`src/rtl/stopwatch_pkg.sv`:
```
// rtl/stopwatch_pkg.sv - shared types, constants and BCD helper for the stopwatch
package stopwatch_pkg;

   typedef enum logic {STOP = 1'b0, RUN = 1'b1} sw_state_e;
   typedef logic [3:0]  bcd_t;
   typedef logic [15:0] digit_vec_t;

   localparam bcd_t BCD_MAX = 4'd9;

   // Returns {carry_out, incremented digits}; carry_out marks the 9999 -> 0000 wrap.
   function automatic logic [16:0] bcd_inc(input digit_vec_t d);
      logic [16:0] r;
      logic        carry;
      r     = '0;
      carry = 1'b1;
      for (int i = 0; i < 4; i++) begin
         if (carry && (d[i*4 +: 4] == BCD_MAX)) begin
            r[i*4 +: 4] = 4'd0;
         end else if (carry) begin
            r[i*4 +: 4] = d[i*4 +: 4] + 4'd1;
            carry       = 1'b0;
         end else begin
            r[i*4 +: 4] = d[i*4 +: 4];
         end
      end
      r[16] = carry;
      return r;
   endfunction

endpackage

```
`src/rtl/key_debounce.sv`:
```
// rtl/key_debounce.sv - two-flop synchronizer and counter debounce for an active-low key
module key_debounce #(
   parameter int DEBOUNCE_CYCLES = 250000
) (
   input  logic clk,
   input  logic rst_n,
   input  logic key_raw,
   output logic level,
   output logic press_evt,
   output logic release_evt
);

   localparam int CW = $clog2(DEBOUNCE_CYCLES + 1);

   logic          sync1_q, sync1_d;
   logic          sync2_q, sync2_d;
   logic          level_q, level_d;
   logic          press_q, press_d;
   logic          release_q, release_d;
   logic [CW-1:0] cnt_q, cnt_d;

   always_comb begin
      sync1_d   = key_raw;
      sync2_d   = sync1_q;
      level_d   = level_q;
      press_d   = 1'b0;
      release_d = 1'b0;
      cnt_d     = '0;
      // Any cycle of agreement restarts the stability count.
      if (sync2_q != level_q) begin
         if (cnt_q == CW'(DEBOUNCE_CYCLES - 1)) begin
            level_d   = sync2_q;
            press_d   = ~sync2_q;
            release_d = sync2_q;
         end else begin
            cnt_d = cnt_q + CW'(1);
         end
      end
   end

   always_ff @(posedge clk or negedge rst_n) begin
      if (!rst_n) begin
         sync1_q   <= 1'b1;
         sync2_q   <= 1'b1;
         level_q   <= 1'b1;
         press_q   <= 1'b0;
         release_q <= 1'b0;
         cnt_q     <= '0;
      end else begin
         sync1_q   <= sync1_d;
         sync2_q   <= sync2_d;
         level_q   <= level_d;
         press_q   <= press_d;
         release_q <= release_d;
         cnt_q     <= cnt_d;
      end
   end

   assign level       = level_q;
   assign press_evt   = press_q;
   assign release_evt = release_q;

endmodule

```
`src/rtl/stopwatch_core.sv`:
```
// rtl/stopwatch_core.sv - key-controlled prescaled 4-digit BCD stopwatch
module stopwatch_core
   import stopwatch_pkg::*;
#(
   parameter int TICK_DIV         = 500000,
   parameter int DEBOUNCE_CYCLES  = 250000,
   parameter int LONG_PRESS_TICKS = 200
) (
   input  logic        sys_clk,
   input  logic        rst_n,
   input  logic        key,
   output logic [15:0] digits,
   output logic        running,
   output logic        tick,
   output logic        overflow
);

   localparam int PW = $clog2(TICK_DIV);
   localparam int HW = $clog2(LONG_PRESS_TICKS + 1);

   logic          key_level, press_evt, release_evt;
   logic [PW-1:0] pre_q, pre_d;
   logic          tick_q, tick_d;
   logic [HW-1:0] hold_q, hold_d;
   logic          long_q, long_d;
   logic          clear_evt;
   sw_state_e     state_q, state_d;
   logic          running_q, running_d;
   digit_vec_t    digits_q, digits_d;
   logic          ovf_q, ovf_d;
   logic [16:0]   inc;

   key_debounce #(
      .DEBOUNCE_CYCLES(DEBOUNCE_CYCLES)
   ) u_key (
      .clk        (sys_clk),
      .rst_n      (rst_n),
      .key_raw    (key),
      .level      (key_level),
      .press_evt  (press_evt),
      .release_evt(release_evt)
   );

   always_comb begin
      if (pre_q == PW'(TICK_DIV - 1)) begin
         pre_d  = '0;
         tick_d = 1'b1;
      end else begin
         pre_d  = pre_q + PW'(1);
         tick_d = 1'b0;
      end
   end

   // long_q remembers that this press already cleared, so its release does not toggle.
   always_comb begin
      hold_d    = hold_q;
      long_d    = long_q;
      clear_evt = 1'b0;
      if (press_evt) begin
         hold_d = '0;
         long_d = 1'b0;
      end else if (tick_q && !key_level && (hold_q != HW'(LONG_PRESS_TICKS))) begin
         hold_d = hold_q + HW'(1);
         if (hold_q == HW'(LONG_PRESS_TICKS - 1)) begin
            clear_evt = 1'b1;
            long_d    = 1'b1;
         end
      end
   end

   always_ff @(posedge sys_clk or negedge rst_n) begin
      if (!rst_n) begin
         state_q <= STOP;
      end else begin
         state_q <= state_d;
      end
   end

   always_comb begin
      state_d = state_q;
      if (clear_evt) begin
         state_d = STOP;
      end else if (release_evt && !long_q) begin
         state_d = (state_q == STOP) ? RUN : STOP;
      end
   end

   always_comb begin
      running_d = (state_d == RUN);
   end

   // Counting looks at the pre-transition state; a clear in the same cycle wins.
   always_comb begin
      inc      = bcd_inc(digits_q);
      digits_d = digits_q;
      ovf_d    = ovf_q;
      if (clear_evt) begin
         digits_d = '0;
         ovf_d    = 1'b0;
      end else if (tick_q && (state_q == RUN)) begin
         digits_d = inc[15:0];
         if (inc[16]) begin
            ovf_d = 1'b1;
         end
      end
   end

   always_ff @(posedge sys_clk or negedge rst_n) begin
      if (!rst_n) begin
         pre_q     <= '0;
         tick_q    <= 1'b0;
         hold_q    <= '0;
         long_q    <= 1'b0;
         running_q <= 1'b0;
         digits_q  <= '0;
         ovf_q     <= 1'b0;
      end else begin
         pre_q     <= pre_d;
         tick_q    <= tick_d;
         hold_q    <= hold_d;
         long_q    <= long_d;
         running_q <= running_d;
         digits_q  <= digits_d;
         ovf_q     <= ovf_d;
      end
   end

   assign digits   = digits_q;
   assign running  = running_q;
   assign tick     = tick_q;
   assign overflow = ovf_q;

endmodule
```
`config.mk`:
```
export PLATFORM = sky130hd
export DESIGN_NAME = stopwatch_core
export DESIGN_NICKNAME = d
export VERILOG_FILES = /design/src/rtl/stopwatch_pkg.sv /design/src/rtl/key_debounce.sv /design/src/rtl/stopwatch_core.sv
export SDC_FILE = /design/constraint.sdc
export NUM_CORES = 1
export LEC_CHECK = 0
export CAP_MARGIN = 20
export CORE_ASPECT_RATIO = 0.7
export CORE_UTILIZATION = 30
export CTS_BUF_LIST = sky130_fd_sc_hd__clkbuf_4
export DETAILED_ROUTE_END_ITERATION = 10
export PLACE_DENSITY = 0.59
export SETUP_SLACK_MARGIN = 0.2
export SYNTH_ARGS = -nofsm -noshare
export SYNTH_HDL_FRONTEND = slang
export SYNTH_SLANG_ARGS = --single-unit
export TNS_END_PERCENT = 5
```
`constraint.sdc`:
```
create_clock -name sys_clk -period 2.1 [get_ports sys_clk]
set_input_delay 0.525 -clock sys_clk [delete_from_list [all_inputs] [get_ports sys_clk]]
set_output_delay 0.525 -clock sys_clk [all_outputs]
set_load 0.01 [all_outputs]
```
# Yosys cells after proc, flatten, opt, wreduce, memory -nomap -nowiden
# Cells that the tools add are included.
[op_classes] add_sub_neg=7 eq_ne=9 muxes=35 bitwise_logic=1 reduce_logical=23
[op_table] operator="two-way mux 18 bit" n=2
[op_table] operator="two-way mux 16 bit" n=2
[op_table] operator="two-way mux 4 bit" n=7
[op_table] operator="two-way mux 1 bit" n=21
[op_table] operator="adder 19 x 1 -> 19 bit (second input constant)" n=1
[op_table] operator="== test 19 bit (second input constant)" n=1
[op_table] operator="two-way mux 19 bit" n=1
[op_table] operator="adder 18 x 1 -> 18 bit (second input constant)" n=1
[op_table] operator="== test 18 bit (second input constant)" n=1
[op_table] operator="adder 4 x 1 -> 4 bit (second input constant)" n=4
[op_table] operator="== test 4 bit (second input constant)" n=4
[op_table] operator="two-way mux 8 bit" n=2
[op_table] operator="AND reduction 2 bit" n=6
[op_table] operator="nonzero test 2 bit" n=5
[op_table] operator="nonzero test 3 bit" n=3
[op_table] operator="adder 8 x 1 -> 8 bit (second input constant)" n=1
[op_table] operator="== test 8 bit (second input constant)" n=1
[op_table] operator="inequality test 8 bit (second input constant)" n=1
[op_table] operator="logical AND 1 bit" n=7
[op_table] operator="logical NOT 1 bit" n=2
[op_table] operator="inequality test 1 bit" n=1
[op_table] operator="NOT 1 bit" n=1
[totals] regBits=70 in_bits=3 wordCells=91

# Depth between registers and ports, before layout
[logic_depth] ltp_word=11 ltp_mapped=7

# Hierarchy
# From an unflattened synthesis, not the netlist that was laid out.
[hier_totals] cells_unflattened=348 area_unflattened_um2=3545.9
[modules_own_cells] module="stopwatch_core" instances=1 cells_per_inst=246 area_each_um2=2464.9
[modules_own_cells] module="key_debounce" instances=1 cells_per_inst=102 area_each_um2=1081.0

# Worst setup path before layout
# OpenSTA, ideal clock, no wires.
[synth_timing] path_kind="flip-flop to flip-flop" start="reg digits_q[1] (netlist: digits[1])" end="reg digits_q[14] (netlist: digits[14])" setup_ns=0.073 arrival_time_ns=1.997 required_ns=2.027 slack_ns=0.030 stages_incl_launch_ff=8 path_buffers=1 cell_sequence="dfrtp_1 inv_1 ha_1 nand3b_4 or4_1 buf_2 or4_4 a21oi_2"
[synth_via] elab_chain_len=10 elab_cells_between_ends=12 cone_classes="eq/ne: 1; mux: 6; reduce/logical: 5"
[synth_rtl] item="from (decl)" line="stopwatch_core.sv:29" rtl="digit_vec_t digits_q, digits_d;"
[synth_rtl] item="from (signal assigned)" line="stopwatch_core.sv:123" rtl="digits_q <= digits_d;"
[synth_rtl] item="== test 4 bit (*)" line="stopwatch_pkg.sv:17" rtl="if (carry && (d[i*4 +: 4] == BCD_MAX)) begin"
[synth_rtl] item="two-way mux 1 bit (*)" line="stopwatch_pkg.sv:17"
[synth_rtl] item="logical AND 1 bit" line="stopwatch_pkg.sv:17"
[synth_rtl] item="two-way mux 1 bit (*)" line="stopwatch_pkg.sv:17"
[synth_rtl] item="logical AND 1 bit" line="stopwatch_pkg.sv:17"
[synth_rtl] item="two-way mux 1 bit (*)" line="stopwatch_pkg.sv:17"
[synth_rtl] item="logical AND 1 bit" line="stopwatch_pkg.sv:17"
[synth_rtl] item="two-way mux 4 bit" line="stopwatch_pkg.sv:17"
[synth_rtl] item="two-way mux 16 bit" line="stopwatch_core.sv:100" rtl="end else if (tick_q && (state_q == RUN)) begin"
[synth_rtl] item="two-way mux 16 bit" line="stopwatch_core.sv:97" rtl="if (clear_evt) begin"
# Mark *: on every way between the ends. The rest lies on a longest branch, timed or not. The select of a mux whose other input is x is not followed.
# A chain may end at the register's enable or synchronous reset.

# Final worst setup path
[layout_timing] start="reg digits_q[5] (netlist: digits[5])" end="reg digits_q[14] (netlist: digits[14])"
[layout_via] elab_chain_len=9 elab_cells_between_ends=11 cone_classes="eq/ne: 1; mux: 5; reduce/logical: 5"
[layout_rtl] item="== test 4 bit (*)" line="stopwatch_pkg.sv:17"
[layout_rtl] item="logical AND 1 bit (*)" line="stopwatch_pkg.sv:17"
[layout_rtl] item="two-way mux 1 bit (*)" line="stopwatch_pkg.sv:17"
[layout_rtl] item="logical AND 1 bit" line="stopwatch_pkg.sv:17"
[layout_rtl] item="two-way mux 1 bit (*)" line="stopwatch_pkg.sv:17"
[layout_rtl] item="logical AND 1 bit" line="stopwatch_pkg.sv:17"
[layout_rtl] item="two-way mux 4 bit" line="stopwatch_pkg.sv:17"
[layout_rtl] item="two-way mux 16 bit" line="stopwatch_core.sv:100"
[layout_rtl] item="two-way mux 16 bit" line="stopwatch_core.sv:97"
# Marked as above.

==> summary.txt <==
Place
  – Port-buffer cells: 21
  – Post-place setup slack: 0.0940 ns
  – Post-DP HPWL: 4970 um
  – Routability cong.: 0.808

Power
  – Sw Pwr: 0.000559 W
  – Clock power frac: 44.2%
  – Register share of total power: 53.8%
  – Leakage Power: 1.78 nW
  – Pwr dens: 599 nW/um^2
  – Worst IR Drop VDD: 0.223 mV
  – Sw Share: 22.1%
  – Total internal power: 0.00198 W
  – Combinational Power Share: 2.0%

Worst setup path
  – Reg2reg path depth: 6
  – Worst Setup Start Kind: flip-flop
  – CP Class: flip-flop to flip-flop
  – Max FO, Critical Path: 8
  – RR Startpoint: digits[5]$_DFFE_PN0P_
  – Crit path DAT: 2.38 ns
  – R2R Setup Slk: 0.09 ns
  – Critical R2R Capture: digits[14]$_DFFE_PN0P_
  – Worst setup EP type: flip-flop
  – WP data required: 2.47 ns

Route
  – Wire per inst: 12.8 um
  – Final wirelength: 7030 um
  – Drt first pass iters: 4
  – # DRC: 0
  – Via/cell ratio: 4.86
  – Via count: 2,661
  – DR iter-0 viols: 198
  – Antenna violation net count after detailed routing: 0

STA
  – Worst slew pin tran: 0.518 ns
  – Final Hold Vio Count: 0
  – Clock Skews: 0.0174 ns
  – Total negative slack: 0 ns
  – Tmin final: 2.01 ns
  – Slew margin rel.: 65.1%
  – Max Freq: 499 MHz
  – Fin worst setup slack: 0.0943 ns
  – Final period utilization: 95.5%
  – RSZ-0062 raised after global routing: true
  – Slew Viols, Final: 0
  – Setup violations, final: 0

Finish
  – Nets: 405
  – Area Growth Syn to Fin: 20.2%
  – Ant. Diodes: 0
  – Commonest cells after routing, fill and taps aside: 63 x dfrtp_1, 43 x nor2_1, 24 x nand2_1
  – Leading cell type in the layout, fill and taps excluded: dfrtp_1
  – Proportion of layout cells with a drive suffix above 1: 14.7%

CTS
  – Root Buffer: clkbuf_4
  – CTS tree: done
  – CTS H-tree lvls: 3
  – Worst skew pair latency: 0.43 ns
  – Max clock buf depth: 2
  – Hold Buf Count CTS: 0
  – Clock Sink Count: 70
  – CTS Buf Count: 9
  – Reg clk slew, reported paths: 0.13 ns

Synthesis
  – Main combinational cell family by area after synthesis: simple AND/OR/NAND/NOR gates
  – Post-synthesis register bit count: 70
  – Post-Synth Simple-Gate Area: 27.0%
  – Synth top area cells: dfrtp_1 48%, xnor2_1 5.7%, nor2_1 4.6%
  – Gate Count Post-Synth: 348
  – Largest area contributor in the netlist: dfrtp_1
  – Synthesized-area fraction occupied by adder cells: 4.27%
  – Syn_area_per_cell: 10.1 um^2
  – Number of enable flip-flop cells after synthesis: 0
  – Syn Nets: 363
  – YS warnings: 0
  – Share of flip-flops with an asynchronous set or reset: 100%
  – Post-synthesis compound-gate area fraction: 6.58%
  – Yosys cell types: 49
  – Mux cell area share after synthesis: 0.605%
  – Xor/xnor share of the synthesized area: 8.96%
  – Synth top area share: 47.7%
  – Sequential share of the synthesized area: 49.9%
  – Cell area after synthesis: 3520 um^2
  – Predominant post-synthesis flop cell: dfrtp_1

Floorplan
  – Row count: 32
  – Die W: 131 um
  – Core area: 11,200 um^2
  – Starting density of the core: 31.4%
  – Die footprint: 12,200 um^2
  – DIE HEIGHT: 92.6 um
  – Ports: 22

Global routing
  – Largest net degree at the start of global routing: 23
  – Initial antenna violation count: 0
  – GRT overflow: 0
  – Gr usage total: 12.5%
  – First-pass GRT wire length: 12,100 um
  – Vias in the first global route: 2,505

Job
  – Max Cap Viol: 0

Outcome
  – Status: finished, final reports clean

Hold path
  – Hold crit path type: input port to async pin
## routing by layer
metal,global-route usage (%),vias to the layer above,wire length (um)
met4,3.20,0,43
met3,4.49,4,255
li1,-,1325,-
met2,17.7,35,2940
met5,0,-,0
met1,17.9,1297,3800
## layout make-up
cell class	count	area, um^2
clock buffer	9	67.6
multi-input combinational	256	1690
timing repair buffer	39	340
tap	153	191
inverter	14	52.6
sequential	70	1760
clock inverter	7	123
fill	1114	6980
## how the worst max path moves through the flow
stage                        endpoint                    from
4_1_cts                    digits[11]  digits[11]$_DFFE_PN0P_
3_5_place_dp   digits[14]$_DFFE_PN0P_   digits[1]$_DFFE_PN0P_
3_3_place_gp   digits[14]$_DFFE_PN0P_   digits[1]$_DFFE_PN0P_
5_1_grt                     digits[4]   digits[4]$_DFFE_PN0P_
2_1_floorplan  digits[14]$_DFFE_PN0P_   digits[1]$_DFFE_PN0P_
6_report       digits[14]$_DFFE_PN0P_   digits[5]$_DFFE_PN0P_
## cell usage after synthesis (all sizes together) (4+ instances only)
cell and n:
buf 4, a21oi 19, xor2 13, nand3b 6, nor3 9, nand3 17
nor4 19, clkbuf 4, nand2 25, ha 12, dfrtp 67, o21ai 6
nand4 13, inv 14, nor2 43, xnor2 23, or4 4, nor2b 4
or3 12
## critical path, stage by stage, from the launching register on
cell      delay [ns]
dfrtp_1         0.44
inv_1           0.08
ha_2            0.16
nand3b_1        0.11
or4_4           0.54
or4_4           0.50
a21oi_2         0.12
## repair_timing
item,in CTS,in global routing
gates resized for setup,1,2
pin swaps,0,1
endpoints found under the hold margin,0,0
setup endpoints to repair,24,33
setup buffers,2,2
## stage by stage
| step | hold slack (ns) | std cells | utilization [%] | cell area (um^2) | power, W |
|---|---|---|---|---|---|
| floorplan | 0.229 | 348 | - | 3550 | 0.00140 |
| global placement | 0.347 | 528 | 35.7 | 4000 | 0.00144 |
| detailed placement | 0.349 | 528 | 35.7 | 4000 | 0.00144 |
| CTS | 0.0279 | 546 | 37.5 | 4210 | 0.00259 |
| global route | 0.0322 | 548 | 37.7 | 4230 | 0.00266 |
| finish | 0.0475 | 548 | 37.7 | 4230 | 0.00253 |
## power by group through the flow
| stage | Sequential [W] | Combinational, W | Clock (W) |
|---|---|---|---|
| after global placement | 0.00139 | 0.0000544 | 0 |
| after floorplan | 0.00139 | 0.0000133 | 0 |
| final | 0.00136 | 0.0000514 | 0.00112 |
| after detailed placement | 0.00139 | 0.0000548 | 0 |
| after CTS | 0.00136 | 0.0000547 | 0.00117 |
| after global routing | 0.00137 | 0.0000614 | 0.00123 |
## sequential cells by signal (all words and copies together), names as in the netlist, 8 cells and up
name         count
u_key.cnt_q     18
pre_q           19
digits          16
hold_q           8
## kinds of logic (layout without fill, tap and decap cells)
kind of cell | count (synthesis) | count (layout)
fa+ha+maj | 12 | 12
buf+inv | 22 | 69
compound gates | 36 | 36
flops | 70 | 70
mux | 2 | 2
xor+xnor | 36 | 36
simple gates | 170 | 170
No activity file was read; power rests on OpenSTA's default activity.
